**config.mk**
```make
export PLATFORM = sky130hd
export DESIGN_NAME = rx_link_ctrl
export DESIGN_NICKNAME = d
export VERILOG_FILES = /design/src/rtl/rx_link_pkg.sv /design/src/rtl/bit_run_monitor.sv /design/src/rtl/rx_link_ctrl.sv
export SDC_FILE = /design/constraint.sdc
export NUM_CORES = 1
export LEC_CHECK = 0
export ABC_AREA = 0
export ABC_CLOCK_PERIOD_IN_PS = 2600
export BUFFER_PORTS_ARGS = -buffer_cell sky130_fd_sc_hd__buf_2
export CORE_MARGIN = 2
export CORE_UTILIZATION = 53
export CTS_CLUSTER_SIZE = 30
export DETAILED_ROUTE_END_ITERATION = 6
export PLACE_DENSITY = 0.84
export SLEW_MARGIN = 5
export SYNTH_ARGS = -nofsm -noshare
export SYNTH_HDL_FRONTEND = slang
export SYNTH_SLANG_ARGS = --single-unit
```
**constraint.sdc**
```tcl
create_clock -name i_clk -period 2.6 [get_ports i_clk]
set_clock_uncertainty 0.1 [all_clocks]
set_input_delay 0.26 -clock i_clk [delete_from_list [all_inputs] [get_ports i_clk]]
set_output_delay 0.26 -clock i_clk [all_outputs]
set_load 0.02 [all_outputs]
```
**src/rtl/rx_link_pkg.sv**
```systemverilog
// Shared constants, state encoding and parity helper for the serial RX link controller.
package rx_link_pkg;

    localparam logic [7:0] SYNC_WORD  = 8'hD5;
    localparam logic [1:0] LOCK_CNT   = 2'd3;
    localparam logic [2:0] UNLOCK_CNT = 3'd4;
    localparam logic [4:0] STUCK_BITS = 5'd24;

    typedef enum logic [1:0] {
        HUNT   = 2'd0,
        VERIFY = 2'd1,
        LOCKED = 2'd2
    } linkState_t;

    // Even parity bit: makes the total count of ones over payload+parity even.
    function automatic logic evenParity(input logic [7:0] data);
        return ^data;
    endfunction

endpackage

```
**src/rtl/bit_run_monitor.sv**
```systemverilog
// Counts consecutive equal bits on the recovered line and flags a stuck line.
module bit_run_monitor
    import rx_link_pkg::*;
(
    input  logic i_clk,
    input  logic i_res_n,
    input  logic i_Clear,
    input  logic i_Bit,
    input  logic i_BitEn,
    output logic o_Stuck,
    output logic o_StuckHit
);

    logic [4:0] runCnt_r;
    logic [4:0] runNext_s;
    logic       lastBit_r;
    logic       stuck_r;

    // Next run length: restart on a transition, otherwise count up to saturation.
    always_comb begin
        runNext_s = runCnt_r;
        if (i_Bit != lastBit_r) begin
            runNext_s = 5'd1;
        end else if (runCnt_r == STUCK_BITS) begin
            runNext_s = STUCK_BITS;
        end else begin
            runNext_s = runCnt_r + 5'd1;
        end
    end

    // Single-cycle indication on the bit that first reaches saturation.
    assign o_StuckHit = i_BitEn & ~i_Clear & (runNext_s == STUCK_BITS) & (runCnt_r != STUCK_BITS);
    assign o_Stuck    = stuck_r;

    // Run length and stuck flag registers.
    always_ff @(posedge i_clk or negedge i_res_n) begin
        if (!i_res_n) begin
            runCnt_r  <= 5'd0;
            lastBit_r <= 1'b0;
            stuck_r   <= 1'b0;
        end else if (i_Clear) begin
            runCnt_r  <= 5'd0;
            lastBit_r <= 1'b0;
            stuck_r   <= 1'b0;
        end else if (i_BitEn) begin
            runCnt_r  <= runNext_s;
            lastBit_r <= i_Bit;
            stuck_r   <= (runNext_s == STUCK_BITS);
        end
    end

endmodule

```
**src/rtl/rx_link_ctrl.sv**
```systemverilog
// Serial RX link controller: sync hunt, lock/unlock hysteresis, payload delivery and error counting.
module rx_link_ctrl
    import rx_link_pkg::*;
(
    input  logic       i_clk,
    input  logic       i_res_n,
    input  logic       i_RecoveryData,
    input  logic       i_DataEn,
    input  logic       i_Enable,
    input  logic       i_ErrClr,
    output logic [7:0] o_RxData,
    output logic       o_RxValid,
    output logic       o_LinkUp,
    output logic       o_FrameErr,
    output logic       o_Stuck,
    output logic [7:0] o_ErrCnt
);

    linkState_t state_r;
    logic [7:0] shift_r;
    logic [7:0] payload_r;
    logic [7:0] rxData_r;
    logic [7:0] errCnt_r;
    logic [4:0] bitPos_r;
    logic [1:0] goodCnt_r;
    logic [2:0] badCnt_r;
    logic       syncOk_r;
    logic       rxValid_r;
    logic       frameErr_r;
    logic       linkUp_r;

    logic       bitEn_s;
    logic       stuckHit_s;
    logic [7:0] shiftNext_s;
    logic       syncBit_s;
    logic       frameGood_s;
    logic       errInc_s;

    assign bitEn_s     = i_DataEn & i_Enable;
    assign shiftNext_s = {shift_r[6:0], i_RecoveryData};
    assign syncBit_s   = SYNC_WORD[3'd7 - bitPos_r[2:0]];
    assign frameGood_s = syncOk_r & (i_RecoveryData == evenParity(payload_r));
    assign errInc_s    = bitEn_s & ~stuckHit_s & (state_r == LOCKED)
                       & (bitPos_r == 5'd16) & ~frameGood_s;

    bit_run_monitor u_runMon (
        .i_clk      (i_clk),
        .i_res_n    (i_res_n),
        .i_Clear    (~i_Enable),
        .i_Bit      (i_RecoveryData),
        .i_BitEn    (bitEn_s),
        .o_Stuck    (o_Stuck),
        .o_StuckHit (stuckHit_s)
    );

    // Link state machine with frame tracking and registered strobes.
    always_ff @(posedge i_clk or negedge i_res_n) begin
        if (!i_res_n) begin
            state_r    <= HUNT;
            shift_r    <= 8'h00;
            payload_r  <= 8'h00;
            rxData_r   <= 8'h00;
            bitPos_r   <= 5'd0;
            goodCnt_r  <= 2'd0;
            badCnt_r   <= 3'd0;
            syncOk_r   <= 1'b0;
            rxValid_r  <= 1'b0;
            frameErr_r <= 1'b0;
            linkUp_r   <= 1'b0;
        end else begin
            rxValid_r  <= 1'b0;
            frameErr_r <= 1'b0;
            if (!i_Enable) begin
                state_r   <= HUNT;
                shift_r   <= 8'h00;
                bitPos_r  <= 5'd0;
                goodCnt_r <= 2'd0;
                badCnt_r  <= 3'd0;
                syncOk_r  <= 1'b0;
                linkUp_r  <= 1'b0;
            end else if (i_DataEn) begin
                if (stuckHit_s) begin
                    state_r   <= HUNT;
                    shift_r   <= shiftNext_s;
                    bitPos_r  <= 5'd0;
                    goodCnt_r <= 2'd0;
                    badCnt_r  <= 3'd0;
                    linkUp_r  <= 1'b0;
                end else begin
                    case (state_r)
                        HUNT: begin
                            shift_r <= shiftNext_s;
                            if (shiftNext_s == SYNC_WORD) begin
                                bitPos_r  <= 5'd8;
                                goodCnt_r <= 2'd0;
                                syncOk_r  <= 1'b1;
                                state_r   <= VERIFY;
                            end
                        end
                        VERIFY, LOCKED: begin
                            if (bitPos_r < 5'd8) begin
                                syncOk_r <= ((bitPos_r == 5'd0) | syncOk_r) & (i_RecoveryData == syncBit_s);
                            end else if (bitPos_r < 5'd16) begin
                                payload_r <= {payload_r[6:0], i_RecoveryData};
                            end
                            if (bitPos_r == 5'd16) begin
                                bitPos_r <= 5'd0;
                                if (state_r == VERIFY) begin
                                    if (!frameGood_s) begin
                                        state_r   <= HUNT;
                                        shift_r   <= 8'h00;
                                        goodCnt_r <= 2'd0;
                                    end else if (goodCnt_r + 2'd1 == LOCK_CNT) begin
                                        state_r   <= LOCKED;
                                        linkUp_r  <= 1'b1;
                                        goodCnt_r <= 2'd0;
                                        badCnt_r  <= 3'd0;
                                    end else begin
                                        goodCnt_r <= goodCnt_r + 2'd1;
                                    end
                                end else if (frameGood_s) begin
                                    rxData_r  <= payload_r;
                                    rxValid_r <= 1'b1;
                                    badCnt_r  <= 3'd0;
                                end else begin
                                    frameErr_r <= 1'b1;
                                    // Frame boundary is kept even on a bad sync; unlock only after a run of bad frames.
                                    if (badCnt_r + 3'd1 == UNLOCK_CNT) begin
                                        state_r  <= HUNT;
                                        shift_r  <= 8'h00;
                                        badCnt_r <= 3'd0;
                                        linkUp_r <= 1'b0;
                                    end else begin
                                        badCnt_r <= badCnt_r + 3'd1;
                                    end
                                end
                            end else begin
                                bitPos_r <= bitPos_r + 5'd1;
                            end
                        end
                        default: begin
                            state_r  <= HUNT;
                            linkUp_r <= 1'b0;
                        end
                    endcase
                end
            end
        end
    end

    // Saturating bad-frame counter; a clear wins over a coincident increment.
    always_ff @(posedge i_clk or negedge i_res_n) begin
        if (!i_res_n) begin
            errCnt_r <= 8'h00;
        end else if (i_ErrClr) begin
            errCnt_r <= 8'h00;
        end else if (errInc_s && (errCnt_r != 8'hFF)) begin
            errCnt_r <= errCnt_r + 8'h01;
        end
    end

    assign o_RxData   = rxData_r;
    assign o_RxValid  = rxValid_r;
    assign o_LinkUp   = linkUp_r;
    assign o_FrameErr = frameErr_r;
    assign o_ErrCnt   = errCnt_r;

endmodule

```
; Word level (Yosys, flattened, before mapping)
; Memories as Yosys holds them, arrays and structs flattened.
; Index checks and enable logic that the tools add are counted.
[op_classes]
addsub = 6
magnitude_cmp = 3
eq_ne = 35
mux = 86
bitwise = 15
reduce_logical = 15
[ops]
columns = cell, n
row1 = two-way mux 7 bit, 8
row2 = two-way mux 5 bit, 9
row3 = two-way mux 2 bit, 18
row4 = != test 5 bit (second input constant), 7
row5 = two-way mux 1 bit, 33
row6 = two-way mux 3 bit, 10
row7 = != test 4 bit (second input constant), 5
row8 = AND reduction 5 bit, 4
row9 = two-way mux 8 bit, 2
row10 = == test 5 bit (second input constant), 3
row11 = case mux 7 bit (2 select lines), 1
row12 = AND reduction 7 bit, 2
row13 = AND reduction 6 bit, 2
row14 = adder 5 x 1 -> 5 bit (second input constant), 2
row15 = AND 1 bit, 10
row16 = case mux 5 bit (2 select lines), 1
row17 = != test 3 x 1 -> 1 bit (second input constant), 3
row18 = != test 3 bit (second input constant), 3
row19 = adder 8 x 1 -> 8 bit (second input constant), 1
row20 = == test 8 bit (second input constant), 1
row21 = != test 8 bit (second input constant), 1
row22 = case mux 2 bit (2 select lines), 2
row23 = parity 8 bit, 1
row24 = logical NOT 5 bit, 1
row25 = other kinds (23), 30
[word_totals]
register_bits = 54
rom_bits = 8
in_bits = 6
out_inout_bits = 20
elab_cells = 176
memories = 1
[mem_list]
columns = memory, words, width, rd, rd_clocked_by_memory_dff, write_ports, line_no
row1 = (name not given), 8, 1, 1, 0, 0, rx_link_ctrl.sv:41  ; assign syncBit_s = SYNC_WORD[3'd7 - bitPos_r[2:0]];

; Logic depth before layout (Yosys ltp)
; Gate-level depths: netlist of run 1.
[depth]
ltp_word = 14
depth_mapped = 11
ltp_nobuf = 9

; By module
; Synthesis of run 1 repeated with hierarchy kept, for this count alone.
[hier_totals]
cells_unflattened = 297
area_unflattened_um2 = 3062.9
[modules_own_cells]
columns = module, instances, cells_each, area_per_inst_um2
row1 = rx_link_ctrl, 1, 240, 2583.7
row2 = bit_run_monitor, 1, 57, 479.2

; Worst setup path before layout of run 1
; Ideal clock, no wire load.
[synth_path]
path_type = register to register
startpoint = reg u_runMon.runCnt_r[0]
endpoint = reg rxData_r[0], in the netlist o_RxData[0]
t_arrival_ps = 2446
slack_ps = -71
path_stages_with_launch = 10
period_less_slack_ps = 2671
path_cell_list = dfrtp_1 -> ha_1 -> and3b_1 -> o221a_1 -> o211a_1 -> buf_6 -> nand2b_4 -> or4_4 -> buf_6 -> mux2_4
[synth_between]
elab_chain_cells = 8
elab_cells_between_ends = 10
cone_classes = add/sub: 1 / eq/ne: 3 / mux: 2 / bitwise: 3 / reduce/logical: 1
[synth_lines]
columns = element, line_no
row1 = "start, declared", bit_run_monitor.sv:14  ; logic [4:0] runCnt_r;
row2 = "start signal, assigned", bit_run_monitor.sv:46  ; runCnt_r <= runNext_s;
row3 = adder 5 x 1 -> 5 bit / == test 5 bit (equally long branches), "bit_run_monitor.sv:27, bit_run_monitor.sv:24"
row4 = two-way mux 5 bit, bit_run_monitor.sv:24  ; end else if (runCnt_r == STUCK_BITS) begin
row5 = two-way mux 5 bit, bit_run_monitor.sv:22  ; if (i_Bit != lastBit_r) begin
row6 = == test 5 bit, bit_run_monitor.sv:32  ; assign o_StuckHit = i_BitEn & ~i_Clear & (runNext_s == STUCK_BITS) & (runCnt_r != STUCK_BITS);
row7 = AND 1 bit, bit_run_monitor.sv:32
row8 = AND 1 bit *, bit_run_monitor.sv:32
row9 = NOT 1 bit (no source line) *, -
row10 = AND reduction 7 bit (no source line) *, -
row11 = "end signal, assigned", rx_link_ctrl.sv:122  ; rxData_r <= payload_r;
row12 = "end, declared", rx_link_ctrl.sv:22  ; logic [7:0] rxData_r;
; Mark *: on every way between the ends. The rest lies on a longest branch, timed or not.
; A chain may end at the register's enable or synchronous reset.

; Final worst setup path of run 1
[layout_path]
startpoint = reg u_runMon.runCnt_r[0]
endpoint = reg rxData_r[1], in the netlist o_RxData[1]
; The elaborated chain is that of the path after synthesis.

==> metrics.yaml, run 1 <==
run_status:
  status: "complete, no violations"
yosys:
  synth_area_leaders: "dfrtp_1, ha_1, mux2_2, mux2_4, mux2i_1"
  ys_warn_count: 0
  synth_fp_nets: 316
  syn_avg_cell_area_um2: 10.61
  ys_ff_latch: 54
  synth_cell_types: 55
  netlist_instances: 296
  synth_top_area_share_pct: 43.05
  yosys.area.top_type: "dfrtp_1"
  async_flop_share_pct: 100.0
  ys.flop_type: "dfrtp_1"
  yosysSeqAreaShare_pct: 43.05
  synthesis.area_um2: 3139
  synth_edf_count: 0
global_route:
  antenna_found_initial: 0
  grt_usage_pct: 21.42
  first_global_vias: 2389
  grt_pass1_wl_um: 10910
  grt.overflow.total: 0
  grt_max_degree: 29
drt:
  wl_um: 6436
  ant_nets: 0
  drt_iter0_markers: 144
  drt-vias-per-instance: 5.715
  vias: 2389
  drtPass1Iterations: 4
  drc: 0
  routedWlPerCell_um: 15.40
power:
  power.leakage_nw: 1.802
  ir_drop_mv: 0.3319
  finalPower_mw: 1.742
  p_per_area_nw_per_um2: 473.0
finish:
  finalInstanceArea_um2: 3682
  final_cells: 418
  antennaDiodeCount: 0
  area_growth_pct: 17.30
  drive_above_1_share_pct: 27.11
  fill_cells: 483
  utilization_pct: 63.32
  fin_nets: 362
timing:
  finalCritPeriodShare_pct: 97.73
  slew_headroom_pct: 69.50
  tightest_slew_ns: 0.4565
  fmax_mhz: 393.6
  fin_crit_ns: 2.541
  finalSetupTns_ns: 0
  hold_viol_final: 0
  slew_viol_final: 0
  worst_hold_slack_ns: 0.1003
  setup_viol: 0
  fin_ws_ns: 0.05909
placement:
  place_congestion: 0.8809
  place.port_buffers: 25
  place_area_um2: 3458
  placed_cells: 404
  dp_hpwl_um: 4720
  pre_cts_ws_ns: 0.009559
worst_setup_path:
  cp.arrival_ns: 2.64
  worstSetupPathType: "reg2reg"
  cp-end-kind: "register"
  timing.rr.start: "u_runMon.runCnt_r[0]$_DFFE_PN0P_"
  critPathMaxFanout: 9
  startpoint: "u_runMon.runCnt_r[0]$_DFFE_PN0P_"
  critPathLaunchType: "register"
  cp_data_required_time_ns: 2.70
clock_network:
  clock-sinks: 54
  clk_latency_ns: 0.31
  cts-root-buf: "clkbuf_8"
  cts_tree: "built"
  htree_levels: 2
  cts_inserted_buffers: 5
  clockBufferDepth: 2
  clk_pin_slew_ns: 0.10
die:
  core_area_um2: 5816
  start_util_pct: 53.98
  ioPinCount: 26
  die_x_um: 80.96
  dieArea_um2: 6555
  rows: 28
  die_h_um: 80.96
flow_run:
  drv_cap: 0
hold_path:
  worstHoldPathType: "in2reg"
  hold_start: "i_ErrClr"
[cell usage after synthesis, types with 2 or more instances]
cell type   n
dfrtp_1    54
o21ai_0    19
inv_1      17
nand2_1    17
nor2_1     15
ha_1       14
mux2_2     14
mux2i_1    10
a21oi_1     9
nand3_1     9
xor2_1      9
mux2_4      8
nor2b_1     8
nand4_1     7
nor3_1      7
xnor2_1     7
clkbuf_1    6
and2_1      5
nand2b_1    5
and3_1      4
nor3b_1     4
a21o_1      3
nor4b_1     3
o21a_1      3
a21boi_0    2
a32oi_1     2
and4_1      2
buf_2       2
buf_6       2
nor4_1      2
o211a_1     2
xnor3_1     2
[cell families (layout without fill, tap and decap cells)]
kind of cell | count (synthesis) | count (layout) | synth area share (%)
xor+xnor | 18 | 18 | 5.899
buf+inv | 28 | 75 | 3.906
flops | 54 | 54 | 43.05
mux | 33 | 33 | 12.40
simple gates | 98 | 98 | 18.37
compound gates | 51 | 51 | 10.80
fa+ha+maj | 14 | 14 | 5.580
[power breakdown]
part           switching [mW]  internal, mW  leakage (nW)
logic                   0.153         0.121          1.00
registers              0.0329         0.868         0.747
clock network           0.279         0.288        0.0514
[layout make-up]
type / instances / area (um^2) / area share [%]
Multi-Input combinational cell: 214 / 1744 / 47.37
Sequential cell: 54 / 1351 / 36.70
Timing Repair Buffer: 50 / 319.1 / 8.665
Tap cell: 75 / 93.84 / 2.548
Clock buffer: 6 / 72.57 / 1.971
Inverter: 17 / 63.81 / 1.733
Clock inverter: 2 / 37.54 / 1.019
[repair_timing]
action	in CTS	in global routing
pin swaps	2	4
endpoints found under the hold margin	54	0
setup endpoints to repair	20	39
hold buffers	1	0
resized for setup	1	15
cloned	0	0
setup buffers	4	1
[state kept, by name (all words and copies together) (netlist names), 3 cells and up]
name,cells
o_ErrCnt,8
o_RxData,8
payload_r,8
shift_r,7
bitPos_r,5
u_runMon.runCnt_r,5
badCnt_r,3
[cell usage in the layout (no fill, tap or decap), types with 2 or more instances in the layout]
| cell | n |
|---|---|
| nand3_1 | 9 |
| nor4b_1 | 2 |
| a32oi_1 | 2 |
| nor3_1 | 7 |
| o21ai_1 | 3 |
| a21boi_0 | 2 |
| nor2_1 | 15 |
| o21ai_0 | 15 |
| mux2i_1 | 10 |
| clkbuf_8 | 5 |
| mux2_4 | 9 |
| nor4_1 | 2 |
| a21oi_2 | 2 |
| xor2_1 | 9 |
| mux2_2 | 13 |
| a21o_1 | 3 |
| nand2_1 | 17 |
| a21oi_1 | 7 |
| o21a_1 | 3 |
| inv_1 | 17 |
| dfrtp_1 | 54 |
| nand2b_1 | 3 |
| ha_1 | 13 |
| and4_1 | 2 |
| and2_1 | 5 |
| buf_2 | 25 |
| xnor2_1 | 7 |
| and3_1 | 4 |
| nand2b_4 | 3 |
| nor4b_2 | 2 |
| nand4_1 | 7 |
| nor2b_1 | 8 |
| buf_4 | 23 |
| xnor3_1 | 2 |
| nor3b_1 | 4 |
[worst paths after layout]
kind / cells after the start / slack [ns] / endpoint
max in group asynchronous: 3 / 1.73 / goodCnt_r[1]$_DFFE_PN0P_
min in group asynchronous: 3 / 0.38 / o_RxData[3]$_DFFE_PN0P_
setup / recovery: 7 / 0.06 / o_RxData[1]$_DFFE_PN0P_
hold / removal: 2 / 0.10 / o_ErrCnt[3]$_DFFE_PN0P_
setup reg to reg: 7 / 0.06 / o_RxData[1]$_DFFE_PN0P_
hold reg to reg: 1 / 0.42 / bitPos_r[0]$_DFFE_PN0P_
[critical path: stages, from the launching register on]
cell	delay [ns]
dfrtp_1	0.44
ha_4	0.20
and3b_1	0.16
o221a_1	0.23
o211a_4	0.28
nand2b_4	0.15
or4_4	0.53
mux2_4	0.33
[layer usage]
metal  wire [um]  vias to the layer above  global-route usage [%]  part of all wire (%)
li1            -                     1139                       -                     -
met1        2784                     1191                   26.96                    43
met2        3289                       51                   37.60                    51
met3         268                        8                   3.889                   4.2
met4          93                        0                   6.271                   1.4
met5           0                        -                       0                     0
Note: power is estimated with default switching activity, not from simulation.
==> inputs of run 2 (changes only) <==
- MAX_ROUTING_LAYER: unset -> met4
==> metrics.yaml, run 2 (synthesis gave the netlist of run 1 again) <==
run_status:
  status: "complete, no violations"
finish:
  antennaDiodeCount: 0
  final_cells: 418
  finalInstanceArea_um2: 3682
  fill_cells: 483
  fin_nets: 362
  layout_common_cells: "dfrtp_1, buf_2, buf_4, inv_1, nand2_1"
  drive_above_1_share_pct: 27.11
  layout_commonest_cell: "dfrtp_1"
  area_growth_pct: 17.30
hold_path:
  hold_depth: 2
  worstHoldPathType: "in2reg"
clock_network:
  htree_levels: 2
  clock-sinks: 54
  clk_latency_ns: 0.31
  clockBufferDepth: 2
  cts_inserted_buffers: 5
  cts-root-buf: "clkbuf_8"
  cts_tree: "built"
  clk_pin_slew_ns: 0.10
die:
  ioPinCount: 26
  dieArea_um2: 6555
  rows: 28
  start_util_pct: 53.98
  die_h_um: 80.96
  core_area_um2: 5816
  die_x_um: 80.96
global_route:
  grt_pass1_wl_um: 10920
  grt_max_degree: 29
  antenna_found_initial: 0
  grt.overflow.total: 0
  first_global_vias: 2385
  grt_usage_pct: 22.05
drt:
  drt-vias-per-instance: 5.744
  ant_nets: 0
  drt_iter0_markers: 141
  drtPass1Iterations: 4
  vias: 2401
  drc: 0
  routedWlPerCell_um: 15.39
  wl_um: 6433
timing:
  tightest_slew_ns: 0.4563
  fmax_mhz: 394.6
  finalCritPeriodShare_pct: 97.46
  fin_ws_ns: 0.06597
  setup_viol: 0
  hold_viol_final: 0
  slew_headroom_pct: 69.51
  fin_crit_ns: 2.534
  slew_viol_final: 0
worst_setup_path:
  cp-end-kind: "register"
  critPathMaxFanout: 9
  worstSetupPathType: "reg2reg"
  worst-r2r-cell-count: 7
  cp_data_required_time_ns: 2.70
  cp.arrival_ns: 2.63
  critPathLaunchType: "register"
power:
  power.leakage_nw: 1.802
  ir_drop_mv: 0.3281
  p_per_area_nw_per_um2: 472.2
placement:
  place_congestion: 0.8955
  dp_hpwl_um: 4720
  place.port_buffers: 25
  placed_cells: 404
  pre_cts_ws_ns: 0.009559
  place_area_um2: 3458
flow_run:
  drv_cap: 0
-- run 2: cell counts in the layout (fill, tap and decap cells not counted) --
Identical to the previous run, type by type.
-- run 2: cell type report --
class,instances,area [um^2],area share (%)
inverter,17,63.81,1.733
timing repair buffer,50,319.1,8.665
tap,75,93.84,2.548
clock buffer,6,72.57,1.971
sequential,54,1351,36.70
multi-input combinational,214,1744,47.37
clock inverter,2,37.54,1.019
-- run 2: metal layers --
layer,part of all wire (%),up-vias,GRT usage (%),wire length [um]
li1,-,1138,-,-
met1,44,1193,27.18,2806
met2,51,62,37.52,3272
met3,4.0,8,3.667,260
met4,1.4,0,6.271,93
met5,0,-,-,0
-- run 2: repair_timing --
item / 4_1_cts / 5_1_grt
gates resized for setup: 1 / 15
setup endpoints to repair: 20 / 39
pin swaps: 2 / 4
hold buffers: 1 / 0
buffers inserted: 4 / 1
endpoints found under the hold margin: 54 / 0
cloned: 0 / 0
-- run 2: metrics by stage --
stage	hold WS, ns	total power [mW]	utilization (%)	TNS [ns]
floorplan	-0.1356	1.083	-	0
global placement	0.1810	1.162	59.47	0
detailed placement	0.1913	1.173	59.47	0
CTS	0.09871	1.739	62.05	0
global route	0.1210	1.822	63.32	-0.04278
finish	0.1018	1.739	63.32	0
-- run 2: report_power, final --
part | switching [mW] | leakage, nW | internal (mW)
clock | 0.276 | 0.0514 | 0.288
combinational | 0.153 | 1.00 | 0.121
sequential | 0.0330 | 0.747 | 0.868
total | 0.462 | 1.80 | 1.28
-- run 2: critical path: stages, from the launching register on --
cell      delay [ns]
dfrtp_1         0.44
ha_4            0.20
and3b_1         0.16
o221a_1         0.23
o211a_4         0.28
nand2b_4        0.15
or4_4           0.53
mux2_4          0.33
-- run 2: worst paths after layout --
check	startpoint	end	slack, ns
max in group asynchronous	i_res_n	o_ErrCnt[2]$_DFFE_PN0P_	1.73
setup reg to reg	u_runMon.runCnt_r[0]$_DFFE_PN0P_	o_RxData[1]$_DFFE_PN0P_	0.07
setup / recovery	u_runMon.runCnt_r[0]$_DFFE_PN0P_	o_RxData[1]$_DFFE_PN0P_	0.07
hold reg to reg	bitPos_r[0]$_DFFE_PN0P_	bitPos_r[0]$_DFFE_PN0P_	0.42
min in group asynchronous	i_res_n	o_RxData[3]$_DFFE_PN0P_	0.38
hold / removal	i_ErrClr	o_ErrCnt[3]$_DFFE_PN0P_	0.10
